<file path="config.mk">
export PLATFORM = sky130hd
export DESIGN_NAME = wb_cfg_loader
export DESIGN_NICKNAME = d
export VERILOG_FILES = /design/src/rtl/wb_cfg_pkg.sv /design/src/rtl/wb_cfg_fifo.sv /design/src/rtl/wb_cfg_loader.sv
export SDC_FILE = /design/constraint.sdc
export NUM_CORES = 1
export LEC_CHECK = 0
export BUFFER_PORTS_ARGS = -buffer_cell sky130_fd_sc_hd__buf_2
export CORE_UTILIZATION = 53
export CTS_CLUSTER_DIAMETER = 60
export CTS_CLUSTER_SIZE = 20
export DETAILED_ROUTE_END_ITERATION = 8
export PLACE_DENSITY = 0.75
export SLEW_MARGIN = 20
export SYNTH_ARGS = -nofsm -noshare
export SYNTH_HDL_FRONTEND = slang
export SYNTH_SLANG_ARGS = --single-unit
</file>
<file path="constraint.sdc">
create_clock -name wb_clk_i -period 4 [get_ports wb_clk_i]
set_input_delay 0.8 -clock wb_clk_i [delete_from_list [all_inputs] [get_ports wb_clk_i]]
set_output_delay 0.8 -clock wb_clk_i [all_outputs]
set_load 0.02 [all_outputs]
</file>
<file path="src/rtl/wb_cfg_pkg.sv">
// Shared definitions for the Wishbone configuration-chain loader:
// register map, STATUS/CTRL bit positions and the shifter state encoding.
package wb_cfg_pkg;

    localparam logic [3:0] OFF_CTRL   = 4'h0;
    localparam logic [3:0] OFF_STATUS = 4'h4;
    localparam logic [3:0] OFF_DATA   = 4'h8;
    localparam logic [3:0] OFF_COUNT  = 4'hC;

    localparam int CTRL_CLR   = 8;
    localparam int CTRL_ABORT = 9;

    localparam int ST_BUSY    = 8;
    localparam int ST_FULL    = 9;
    localparam int ST_OVF     = 10;
    localparam int ST_SEL_ERR = 11;
    localparam int ST_LEVEL   = 12;

    typedef enum logic [1:0] {IDLE, SHIFT, DONE} shift_state_e;

endpackage

</file>
<file path="src/rtl/wb_cfg_fifo.sv">
// Synchronous 32-bit word FIFO, first-word fall-through, with occupancy
// output and a single-cycle flush.
module wb_cfg_fifo #(
    parameter int DEPTH = 4
) (
    input  logic                     clk,
    input  logic                     rst,
    input  logic                     flush,
    input  logic                     push,
    input  logic                     pop,
    input  logic [31:0]              din,
    output logic [31:0]              dout,
    output logic                     empty,
    output logic                     full,
    output logic [$clog2(DEPTH):0]   level
);
    localparam int AW = $clog2(DEPTH);

    logic [31:0]   mem [DEPTH];
    logic [AW-1:0] wr_ptr;
    logic [AW-1:0] rd_ptr;

    always_ff @(posedge clk) begin
        if (rst || flush) begin
            wr_ptr <= '0;
            rd_ptr <= '0;
            level  <= '0;
        end else begin
            if (push) wr_ptr <= wr_ptr + 1'b1;
            if (pop)  rd_ptr <= rd_ptr + 1'b1;
            case ({push, pop})
                2'b10:   level <= level + 1'b1;
                2'b01:   level <= level - 1'b1;
                default: ;
            endcase
        end
    end

    always_ff @(posedge clk) begin
        if (push) mem[wr_ptr] <= din;
    end

    assign dout  = mem[rd_ptr];
    assign empty = (level == '0);
    assign full  = (level == (AW+1)'(DEPTH));

endmodule

</file>
<file path="src/rtl/wb_cfg_loader.sv">
// Wishbone slave that buffers bitstream words and serialises them,
// SHIFT_W bits per cycle, into one of NUM_CH configuration chains.
module wb_cfg_loader
    import wb_cfg_pkg::*;
#(
    parameter int          NUM_CH      = 2,
    parameter int          SHIFT_W     = 1,
    parameter int          BITS_PER_CH = 4096,
    parameter int          FIFO_DEPTH  = 4,
    parameter logic [31:0] BASE_ADDR   = 32'h3000_0000
) (
    input  logic                      wb_clk_i,
    input  logic                      wb_rst_i,
    input  logic                      wbs_cyc_i,
    input  logic                      wbs_stb_i,
    input  logic                      wbs_we_i,
    input  logic [3:0]                wbs_sel_i,
    input  logic [31:0]               wbs_adr_i,
    input  logic [31:0]               wbs_dat_i,
    output logic                      wbs_ack_o,
    output logic [31:0]               wbs_dat_o,
    output logic [NUM_CH*SHIFT_W-1:0] cfg_shift_out,
    output logic [NUM_CH-1:0]         cfg_cen,
    output logic [NUM_CH-1:0]         cfg_set_out
);
    localparam int CW    = $clog2(BITS_PER_CH + 1);
    localparam int LW    = $clog2(FIFO_DEPTH) + 1;
    localparam int BEATS = 32 / SHIFT_W;
    localparam int BW    = (BEATS > 1) ? $clog2(BEATS) : 1;
    localparam int SW    = (NUM_CH > 1) ? $clog2(NUM_CH) : 1;

    shift_state_e              state, state_nxt;
    logic [31:0]               shift_reg;
    logic [BW-1:0]             beat;
    logic [NUM_CH-1:0][CW-1:0] cnt;
    logic [2:0]                sel;
    logic                      ovf, sel_err;

    logic [31:0]   fifo_dout;
    logic          fifo_empty, fifo_full;
    logic [LW-1:0] fifo_level;
    logic          pop, load, flush, set_done;

    logic [SW-1:0] sel_idx, clr_idx;
    logic [CW-1:0] cnt_inc;
    logic [3:0]    off;
    logic [2:0]    new_sel;
    logic          busy, req, wr_ok, data_wr, ctrl_wr, data_drop, push, stall;
    logic          do_ack, abort, clr, sel_bad, sel_take;
    logic [31:0]   rdata;
    logic          unused_ok;

    assign sel_idx = sel[SW-1:0];
    assign busy    = (state != IDLE);
    assign cnt_inc = cnt[sel_idx] + CW'(SHIFT_W);
    assign off     = wbs_adr_i[3:0];
    assign new_sel = wbs_dat_i[2:0];

    // Request is taken once per transfer; ack gates off the second look.
    assign req       = wbs_cyc_i & wbs_stb_i & ~wbs_ack_o & (wbs_adr_i[31:4] == BASE_ADDR[31:4]);
    assign wr_ok     = req & wbs_we_i & (wbs_sel_i == 4'hF);
    assign data_wr   = wr_ok & (off == OFF_DATA);
    assign ctrl_wr   = wr_ok & (off == OFF_CTRL);
    assign data_drop = data_wr & cfg_set_out[sel_idx];
    assign push      = data_wr & ~cfg_set_out[sel_idx] & ~fifo_full;
    assign stall     = data_wr & ~cfg_set_out[sel_idx] & fifo_full;
    assign do_ack    = req & ~stall;
    assign abort     = ctrl_wr & wbs_dat_i[CTRL_ABORT];
    assign clr       = ctrl_wr & wbs_dat_i[CTRL_CLR];
    assign sel_bad   = ctrl_wr & (new_sel != sel) &
                       (busy | ~fifo_empty | ({29'd0, new_sel} >= 32'(NUM_CH)));
    assign sel_take  = ctrl_wr & (new_sel != sel) & ~sel_bad;
    assign clr_idx   = sel_take ? new_sel[SW-1:0] : sel_idx;
    assign unused_ok = &{1'b0, wbs_dat_i[31:10], wbs_dat_i[7:3]};

    wb_cfg_fifo #(.DEPTH(FIFO_DEPTH)) u_fifo (
        .clk   (wb_clk_i),
        .rst   (wb_rst_i),
        .flush (flush),
        .push  (push),
        .pop   (pop),
        .din   (wbs_dat_i),
        .dout  (fifo_dout),
        .empty (fifo_empty),
        .full  (fifo_full),
        .level (fifo_level)
    );

    always_comb begin
        state_nxt = state;
        pop       = 1'b0;
        load      = 1'b0;
        flush     = 1'b0;
        set_done  = 1'b0;
        case (state)
            IDLE: if (!fifo_empty && !cfg_set_out[sel_idx]) begin
                pop       = 1'b1;
                load      = 1'b1;
                state_nxt = SHIFT;
            end
            SHIFT: if (cnt_inc == CW'(BITS_PER_CH)) begin
                set_done  = 1'b1;
                state_nxt = DONE;
            end else if (beat == BW'(BEATS - 1)) begin
                if (!fifo_empty) begin
                    pop  = 1'b1;
                    load = 1'b1;
                end else begin
                    state_nxt = IDLE;
                end
            end
            DONE: begin
                flush     = 1'b1;
                state_nxt = IDLE;
            end
            default: state_nxt = IDLE;
        endcase
        // A chain that just completed still reports done; everything queued is dropped.
        if (abort) begin
            pop       = 1'b0;
            load      = 1'b0;
            flush     = 1'b1;
            state_nxt = IDLE;
        end
    end

    always_comb begin
        rdata = '0;
        case (off)
            OFF_CTRL:   rdata[2:0] = sel;
            OFF_STATUS: begin
                rdata[NUM_CH-1:0]        = cfg_set_out;
                rdata[ST_BUSY]           = busy;
                rdata[ST_FULL]           = fifo_full;
                rdata[ST_OVF]            = ovf;
                rdata[ST_SEL_ERR]        = sel_err;
                rdata[ST_LEVEL +: 4]     = 4'(fifo_level);
            end
            OFF_COUNT:  rdata[CW-1:0] = cnt[sel_idx];
            default:    ;
        endcase
    end

    always_ff @(posedge wb_clk_i) begin
        if (wb_rst_i) begin
            state       <= IDLE;
            shift_reg   <= '0;
            beat        <= '0;
            cnt         <= '0;
            cfg_set_out <= '0;
            sel         <= '0;
            ovf         <= 1'b0;
            sel_err     <= 1'b0;
            wbs_ack_o   <= 1'b0;
            wbs_dat_o   <= '0;
        end else begin
            state     <= state_nxt;
            wbs_ack_o <= do_ack;
            wbs_dat_o <= (do_ack && !wbs_we_i) ? rdata : '0;
            if (state == SHIFT) begin
                shift_reg    <= shift_reg >> SHIFT_W;
                beat         <= beat + 1'b1;
                cnt[sel_idx] <= cnt_inc;
            end
            if (load) begin
                shift_reg <= fifo_dout;
                beat      <= '0;
            end
            if (set_done)  cfg_set_out[sel_idx] <= 1'b1;
            if (data_drop) ovf <= 1'b1;
            if (sel_take)  sel <= new_sel;
            if (clr) begin
                cfg_set_out[clr_idx] <= 1'b0;
                cnt[clr_idx]         <= '0;
                ovf                  <= 1'b0;
                sel_err              <= 1'b0;
            end
            if (sel_bad) sel_err <= 1'b1;
        end
    end

    for (genvar c = 0; c < NUM_CH; c++) begin : g_ch
        assign cfg_cen[c] = (state == SHIFT) && (sel_idx == SW'(c));
        assign cfg_shift_out[c*SHIFT_W +: SHIFT_W] = cfg_cen[c] ? shift_reg[SHIFT_W-1:0] : '0;
    end

endmodule
</file>
==> results of run 1 <==
[cell families (layout without fill, tap and decap cells)]
kind of cell	Yosys count	in the layout	share of synthesized area, %
compound gates	91	91	9.14
xor+xnor	33	33	2.97
fa+ha+maj	9	9	1.23
buf+inv	74	161	4.29
flops	225	225	59.4
mux	54	54	9.74
other cells	1	17	0.0385
simple gates	268	268	13.1
[power by group through the flow]
stage	combinational, mW	sequential, mW	clock (mW)
2_1_floorplan	0.0555	2.49	0
3_3_place_gp	0.0995	2.49	0
3_5_place_dp	0.102	2.49	0
4_1_cts	0.102	2.44	1.69
5_1_grt	0.114	2.44	1.78
6_report	0.103	2.44	1.66
[per-stage QoR]
step | instance area (um2) | setup WS [ns] | hold slack [ns]
floorplan | 9790 | 0.0367 | 0.444
global placement | 10400 | 0.517 | 0.457
detailed placement | 10400 | 0.465 | 0.467
CTS | 10900 | 0.489 | 0.477
global route | 10900 | 0.228 | 0.497
finish | 10900 | 0.453 | 0.476
[critical path, stage by stage, from the launching register on]
cell      delay (ns)
dfxtp_1         0.39
buf_4           0.30
mux2i_1         0.46
a211oi_2        0.15
o311a_1         0.40
a211oi_2        0.35
a31oi_1         0.25
o21ai_4         0.19
inv_2           0.08
ha_1            0.21
inv_1           0.08
fa_1            0.41
nor2_1          0.09
a21oi_1         0.05
nor2_1          0.08
[routing by layer]
metal  wire (um)  vias up  part of all wire, %
met5          13        -                0.064
met4         443        2                  2.2
met3        1210       35                  6.0
met2        9740      240                   48
met1        8800     3081                   44
li1            -     2969                    -
[layout by cell type, fill, tap and decap left out, drive strengths merged, types with 8 or more instances in the layout]
master	instances
edfxtp	128
buf	117
nand2	99
dfxtp	97
nor2	57
nor3	42
mux4	32
a311oi	32
xor2	25
clkbuf	21
inv	20
a21oi	19
conb	17
mux2i	16
nand3	13
nor4	10
nand4	9
and2	9
xnor2	8
ha	8
[area by class of cell]
| cell class | instances | area, um2 | area share, % |
|---|---|---|---|
| Clock buffer | 21 | 440 | 4.05 |
| Clock inverter | 9 | 80.1 | 0.736 |
| Inverter | 14 | 52.6 | 0.483 |
| Multi-Input combinational cell | 472 | 3590 | 33.0 |
| Sequential cell | 225 | 5790 | 53.2 |
| Tap cell | 229 | 287 | 2.63 |
| Timing Repair Buffer | 117 | 643 | 5.91 |
[final timing paths]
kind | depth (start not counted) | from | slack [ns] | endpoint
setup reg to reg | 14 | sel[0] | 0.45 | u_fifo.level[1]
setup / recovery | 14 | sel[0] | 0.45 | u_fifo.level[1]
hold reg to reg | 2 | cnt[21] | 0.48 | cnt[21]
hold / removal | 2 | cnt[21] | 0.48 | cnt[21]
==> reports/results.ini, run 1 <==
[global_route]
grt_max_degree=41
grt_pass1_wl_um=31600
gr-total-overflow=0
grt_use_total_pct=22.0
grtUsageMet3_pct=3.57
grt-busiest-layer=met2
globalRouteMet1Util_pct=29.2
grtUsageMet2_pct=36.9
grt_pass1_vias=6121
antenna_found_initial=1

[yosys]
synthTopCellsByArea=edfxtp_1, dfxtp_1, mux4_2
yosysMostFrequentCell=edfxtp_1
yosys-top-cells-count=edfxtp_1, nand2_1, dfxtp_1
synthCells=755
async_reset_ff_share_pct=0
synth.largest_area_cell=edfxtp_1
synth_edf_count=128
synth_top_area_share_pct=39.5
synth_ff_type=edfxtp_1
synthDistinctLibCells=65
synth_area_um2=9730
syn_avg_cell_area_um2=12.9
ys_warn_count=0
yosysSeqAreaShare_pct=59.4
ys_ff_latch=225

[finish]
n_antenna_cell=0
nNetsFinal=929
utilization_pct=60.6
area_growth_pct=11.8
fin_cells=1087
final.fill_count=1403
layout-drive-gt1-share_pct=26.2
largest_reg_flops=128

[job]
cap_violations=0

[status]
status=complete, no violations

[sta]
rsz0062_at_grt=false
final_max_slew_viol_count=0
max_freq_mhz=282
setup_viol_count_final=0
finalCritPeriodShare_pct=88.7
worstMarginPinSlew_ns=1.05
finalHoldViolations=0
finClkSkew_ns=0.0189
fin_tns_setup_ns=0
finalCriticalPeriod_ns=3.55
max_slew_margin_pct=30.2

[worst_setup_path]
worstPathArrival_ns=3.98
start_kind=register
worst_ep_required_time_ns=4.44
end_kind=register
crit_fanout=25
critPathKind=reg2reg

[drt]
remaining_drc_errors=0
drtIter0Drc=366
wl_um=20200
post_drt_wl_per_cell_um=18.6
ant_nets=0
first_pass_iters=5
via_count=6327
vias_per_cell=5.82

[floorplanning]
die_h_um=138
num_rows=49
core_area_um2=18000
pin_count=112
initial_core_util_pct=54.2
die_w_um=138
dieArea_um2=18900

[clock_network]
cts-buffers-inserted=17
clk_path_buf_depth=3
insertion_delay_ns=0.50
cts.clk_slew.worst_paths_ns=0.08
cts_resized=0
cts_root_buf=clkbuf_16
cts_hold_repair.buffers=0
cts.sinks=225
cts_tree=done
post-cts-setup-buffer-count=0
ctsHtreeMaxLevel=1

[place]
dp_hpwl_um=13300
gp_congestion=0.867
dp.cells=1057
port_buffers=94

[power]
p_int_mw=3.29
power_switching_uw=911
cellLeakagePower_nw=3.69
p_clk_share_pct=39.6
switching_share_pct=21.7
p_per_area_nw_per_um2=386
power_mw=4.20
p_seq_share_pct=58.0
ir_drop_mv=0.421
power_frac_comb_pct=2.4

[min_path]
hp-class=reg2reg

Note: power is estimated with default switching activity, not from simulation.
==> run 2, diff against run 1 <==
- CORE_ASPECT_RATIO: default -> 2
==> reports/results.ini, run 2 (synthesis gave the netlist of run 1 again) <==
[place]
placed_cell_area_um2=10300
dp_hpwl_um=13900
dp_slack_ns=0.395
port_buffers=94
gp_congestion=0.937

[worst_setup_path]
reg2reg_from=sel[0]
r2r_setup_slack_ns=0.59
worst_ep_required_time_ns=4.37
rr_worst_depth=15
crit_fanout=11
critPathKind=reg2reg
worstPathArrival_ns=3.79
end_kind=register
r2r-end=u_fifo.level[2]
start_kind=register

[sta]
max_freq_mhz=293
worst_slack_ns=0.589
finClkSkew_ns=0.0335
finalCritPeriodShare_pct=85.3
worstMarginPinSlew_ns=0.789
rsz0062_at_grt=false
finalCriticalPeriod_ns=3.41
setup_viol_count_final=0
finalHoldViolations=0
fin_tns_setup_ns=0
final_max_slew_viol_count=0
max_slew_margin_pct=47.4

[clock_network]
cts-buffers-inserted=15
insertion_delay_ns=0.49
cts.sinks=225
cts.clk_slew.worst_paths_ns=0.09
clk_path_buf_depth=3
cts_resized=0
cts_tree=done
cts_hold_repair.buffers=0
ctsHtreeMaxLevel=1
post-cts-setup-buffer-count=0
cts_root_buf=clkbuf_16

[power]
p_per_area_nw_per_um2=373
cellLeakagePower_nw=3.62
p_int_mw=3.18
switching_share_pct=20.5
p_clk_share_pct=36.6
p_seq_share_pct=60.9
power_frac_comb_pct=2.6
power_switching_uw=819
ir_drop_mv=0.493
power_mw=4.00

[finish]
n_antenna_cell=0
utilization_pct=60.1
design_area_um2=10700
largest_reg_flops=128
layout-drive-gt1-share_pct=25.2
area_growth_pct=10.4
multi_input_area_um2=3590
final_common_cell=edfxtp_1
final.fill_count=1430
nNetsFinal=923
seqCellArea_um2=5790
layout_common_cells=edfxtp_1, nand2_1, dfxtp_1

[global_route]
grt_use_total_pct=22.7
grt_pass1_vias=6505
grt_pass1_wl_um=33400
antenna_found_initial=0
gr-total-overflow=0
grt_max_degree=45

[job]
cap_violations=0

[drt]
first_pass_iters=7
drtIter0Drc=347
ant_nets=0
remaining_drc_errors=16
post_drt_wl_per_cell_um=19.7
wl_um=20900
vias_per_cell=5.91
via_count=6286

[status]
violations=DRC
status=finished, violations left

[floorplanning]
die_h_um=194
die_w_um=97.8
initial_core_util_pct=54.5
dieArea_um2=18900
num_rows=69
pin_count=112
core_area_um2=17900

[min_path]
hold_start=cnt[14]
hp-class=reg2reg
min_to=cnt[14]
hold_path_depth=2

-- run 2: changes by cell type in the layout (fill, tap and decap cells not counted), sizes merged --
cell | previous run | this run
clkinv | 3 | 1
clkbuf | 21 | 22
buf | 117 | 113
inv | 20 | 17
-- run 2: worst max-delay path by stage --
stage	start	slack, ns	endpoint	depth (start not counted)
finish	sel[0]	0.59	u_fifo.level[2]	15
floorplan	sel[0]	0.04	u_fifo.level[1]	18
detailed placement	wbs_adr_i[2]	0.39	u_fifo.level[2]	12
global placement	wbs_adr_i[2]	0.46	u_fifo.level[1]	11
CTS	sel[0]	0.64	u_fifo.level[2]	16
global route	sel[0]	0.32	u_fifo.level[2]	15
-- run 2: final cells by class --
type                    count  share of cell area [%]
well taps                 213                    2.48
repair buffers            113                    5.71
flip-flops and latches    225                    53.9
multi-input cells         472                    33.4
inverters                  14                   0.489
clock buffers              22                    3.74
clock inverters             4                   0.268
-- run 2: critical path, stage by stage (launching register included) --
cell and delay (ns):
dfxtp_1 0.41, buf_4 0.22, nand4b_1 0.25, a22o_1 0.30, o22ai_1 0.18, and3_1 0.28, a31oi_1 0.41, o21ai_4 0.08
inv_2 0.11, ha_1 0.19, inv_1 0.06, fa_1 0.37, xor2_1 0.15, nor2_1 0.11, xnor2_1 0.12, nor2_1 0.05
-- run 2: power groups by stage --
stage,sequential (mW),clock [mW],combinational (mW)
2_1_floorplan,2.49,0,0.0555
3_3_place_gp,2.49,0,0.0995
3_5_place_dp,2.49,0,0.102
4_1_cts,2.44,1.50,0.102
5_1_grt,2.44,1.58,0.112
6_report,2.44,1.46,0.103
-- run 2: metrics by stage --
stage               std cells  hold slack [ns]
finish                   1063            0.483
global route             1063            0.507
CTS                      1063            0.482
detailed placement       1037            0.469
global placement         1037            0.463
floorplan                 771            0.444
-- run 2: metal layers --
metal  vias to the layer above  track usage (%)  part of all wire (%)
li1                       2941                -                     -
met5                         -                0                     0
met2                       181             43.6                    56
met4                         0             12.4                   4.9
met1                      3100             23.2                    35
met3                        64             2.85                   3.8
==> run 3, diff against run 2 <==
- MAX_ROUTING_LAYER: default -> met4
- RECOVER_POWER: default -> 25
==> reports/results.ini, run 3 (synthesis gave the netlist of run 1 again) <==
[finish]
multi_input_area_um2=3590
layout-drive-gt1-share_pct=22.4
largest_reg_flops=128
nNetsFinal=923
final.fill_count=1445
final_common_cell=edfxtp_1
n_antenna_cell=0
area_growth_pct=10.1
utilization_pct=59.9
design_area_um2=10700
layout_common_cells=edfxtp_1, nand2_1, dfxtp_1
seqCellArea_um2=5790

[power]
power_switching_uw=820
p_seq_share_pct=60.9
power_frac_comb_pct=2.5
p_int_mw=3.18
cellLeakagePower_nw=3.56
p_clk_share_pct=36.6
switching_share_pct=20.5
ir_drop_mv=0.492
p_per_area_nw_per_um2=374

[place]
port_buffers=94
placed_cell_area_um2=10300
gp_congestion=0.958
dp_hpwl_um=13900
dp_slack_ns=0.395

[clock_network]
cts.clk_slew.worst_paths_ns=0.09
insertion_delay_ns=0.49
cts_hold_repair.buffers=0
cts.sinks=225
post-cts-setup-buffer-count=0
ctsHtreeMaxLevel=1
cts_root_buf=clkbuf_16
clk_path_buf_depth=3
cts_tree=done
cts_resized=0
cts-buffers-inserted=15

[worst_setup_path]
crit_fanout=11
start_kind=register
cp-startpoint=sel[0]
worstPathArrival_ns=3.78
worst_ep_required_time_ns=4.38
critPathKind=reg2reg
end_kind=register
reg2reg_from=sel[0]

[drt]
ant_nets=0
remaining_drc_errors=16
drtIter0Drc=354
wl_met2_um=11800
wl_um=21000
vias_per_cell=5.87
first_pass_iters=7
met3WireLength_um=765
wl_met1_um=7500
post_drt_wl_per_cell_um=19.8
via_count=6243
routed.top_layer=met4

[floorplanning]
num_rows=69
initial_core_util_pct=54.5
core_area_um2=17900
pin_count=112
die_h_um=194
die_w_um=97.8
dieArea_um2=18900

[global_route]
grt_use_total_pct=23.4
grt_pass1_wl_um=33500
grt_max_degree=45
antenna_found_initial=0
gr-total-overflow=0
grt_pass1_vias=6491

[sta]
worstMarginPinSlew_ns=0.805
max_freq_mhz=294
hold_ws_ns=0.483
rsz0062_at_grt=false
finalHoldViolations=0
setup_viol_count_final=0
finalCriticalPeriod_ns=3.40
max_slew_margin_pct=46.3
worst_slack_ns=0.596
finClkSkew_ns=0.0322
fin_tns_setup_ns=0
final_max_slew_viol_count=0
finalCritPeriodShare_pct=85.1

[status]
status=finished, violations left
violations=DRC

[min_path]
hp-class=reg2reg
hold_start=cnt[14]

[job]
cap_violations=0

run 3: cell types whose count changed in the layout (fill, tap and decap cells not counted):
| cell | change |
|---|---|
| buf_2 | -24 |
| clkbuf_1 | +24 |
run 3: critical path, cell delays in order (launching register included):
cell	delay (ns)
dfxtp_1	0.41
buf_4	0.22
nand4b_1	0.25
a22o_1	0.30
o22ai_1	0.18
and3_1	0.28
a31oi_1	0.40
o21ai_4	0.08
inv_2	0.11
ha_1	0.19
inv_1	0.06
fa_1	0.37
xor2_1	0.15
nor2_1	0.11
xnor2_1	0.12
nor2_1	0.05
run 3: power by group through the flow:
stage                     combinational, mW  sequential [mW]  clock [mW]
after global placement               0.0995             2.49           0
after global routing                  0.108             2.44        1.58
after detailed placement              0.102             2.49           0
after CTS                             0.102             2.44        1.50
final                                0.0995             2.44        1.46
after floorplan                      0.0555             2.49           0
run 3: per-stage QoR:
step	instances	power (mW)
floorplan	771	2.55
global placement	1037	2.59
detailed placement	1037	2.59
CTS	1063	4.04
global route	1063	4.12
finish	1063	4.00
run 3: final timing paths:
check | end | slack [ns] | depth (start not counted)
min | cnt[14] | 0.48 | 2
min reg2reg | cnt[14] | 0.48 | 2
max reg2reg | u_fifo.level[2] | 0.60 | 15
max | u_fifo.level[2] | 0.60 | 15
run 3: cell type report:
type,instances,share of cell area (%)
Clock inverter,4,0.269
Multi-Input combinational cell,472,33.5
Sequential cell,225,54.0
Tap cell,213,2.49
Timing Repair Buffer,113,5.44
Clock buffer,22,3.75
Inverter,14,0.491
run 3: routing by layer:
metal / vias to the layer above / GRT usage [%]
met5: - / -
met4: 0 / 12.3
met3: 66 / 2.85
met2: 174 / 43.7
met1: 3067 / 23.3
li1: 2936 / -
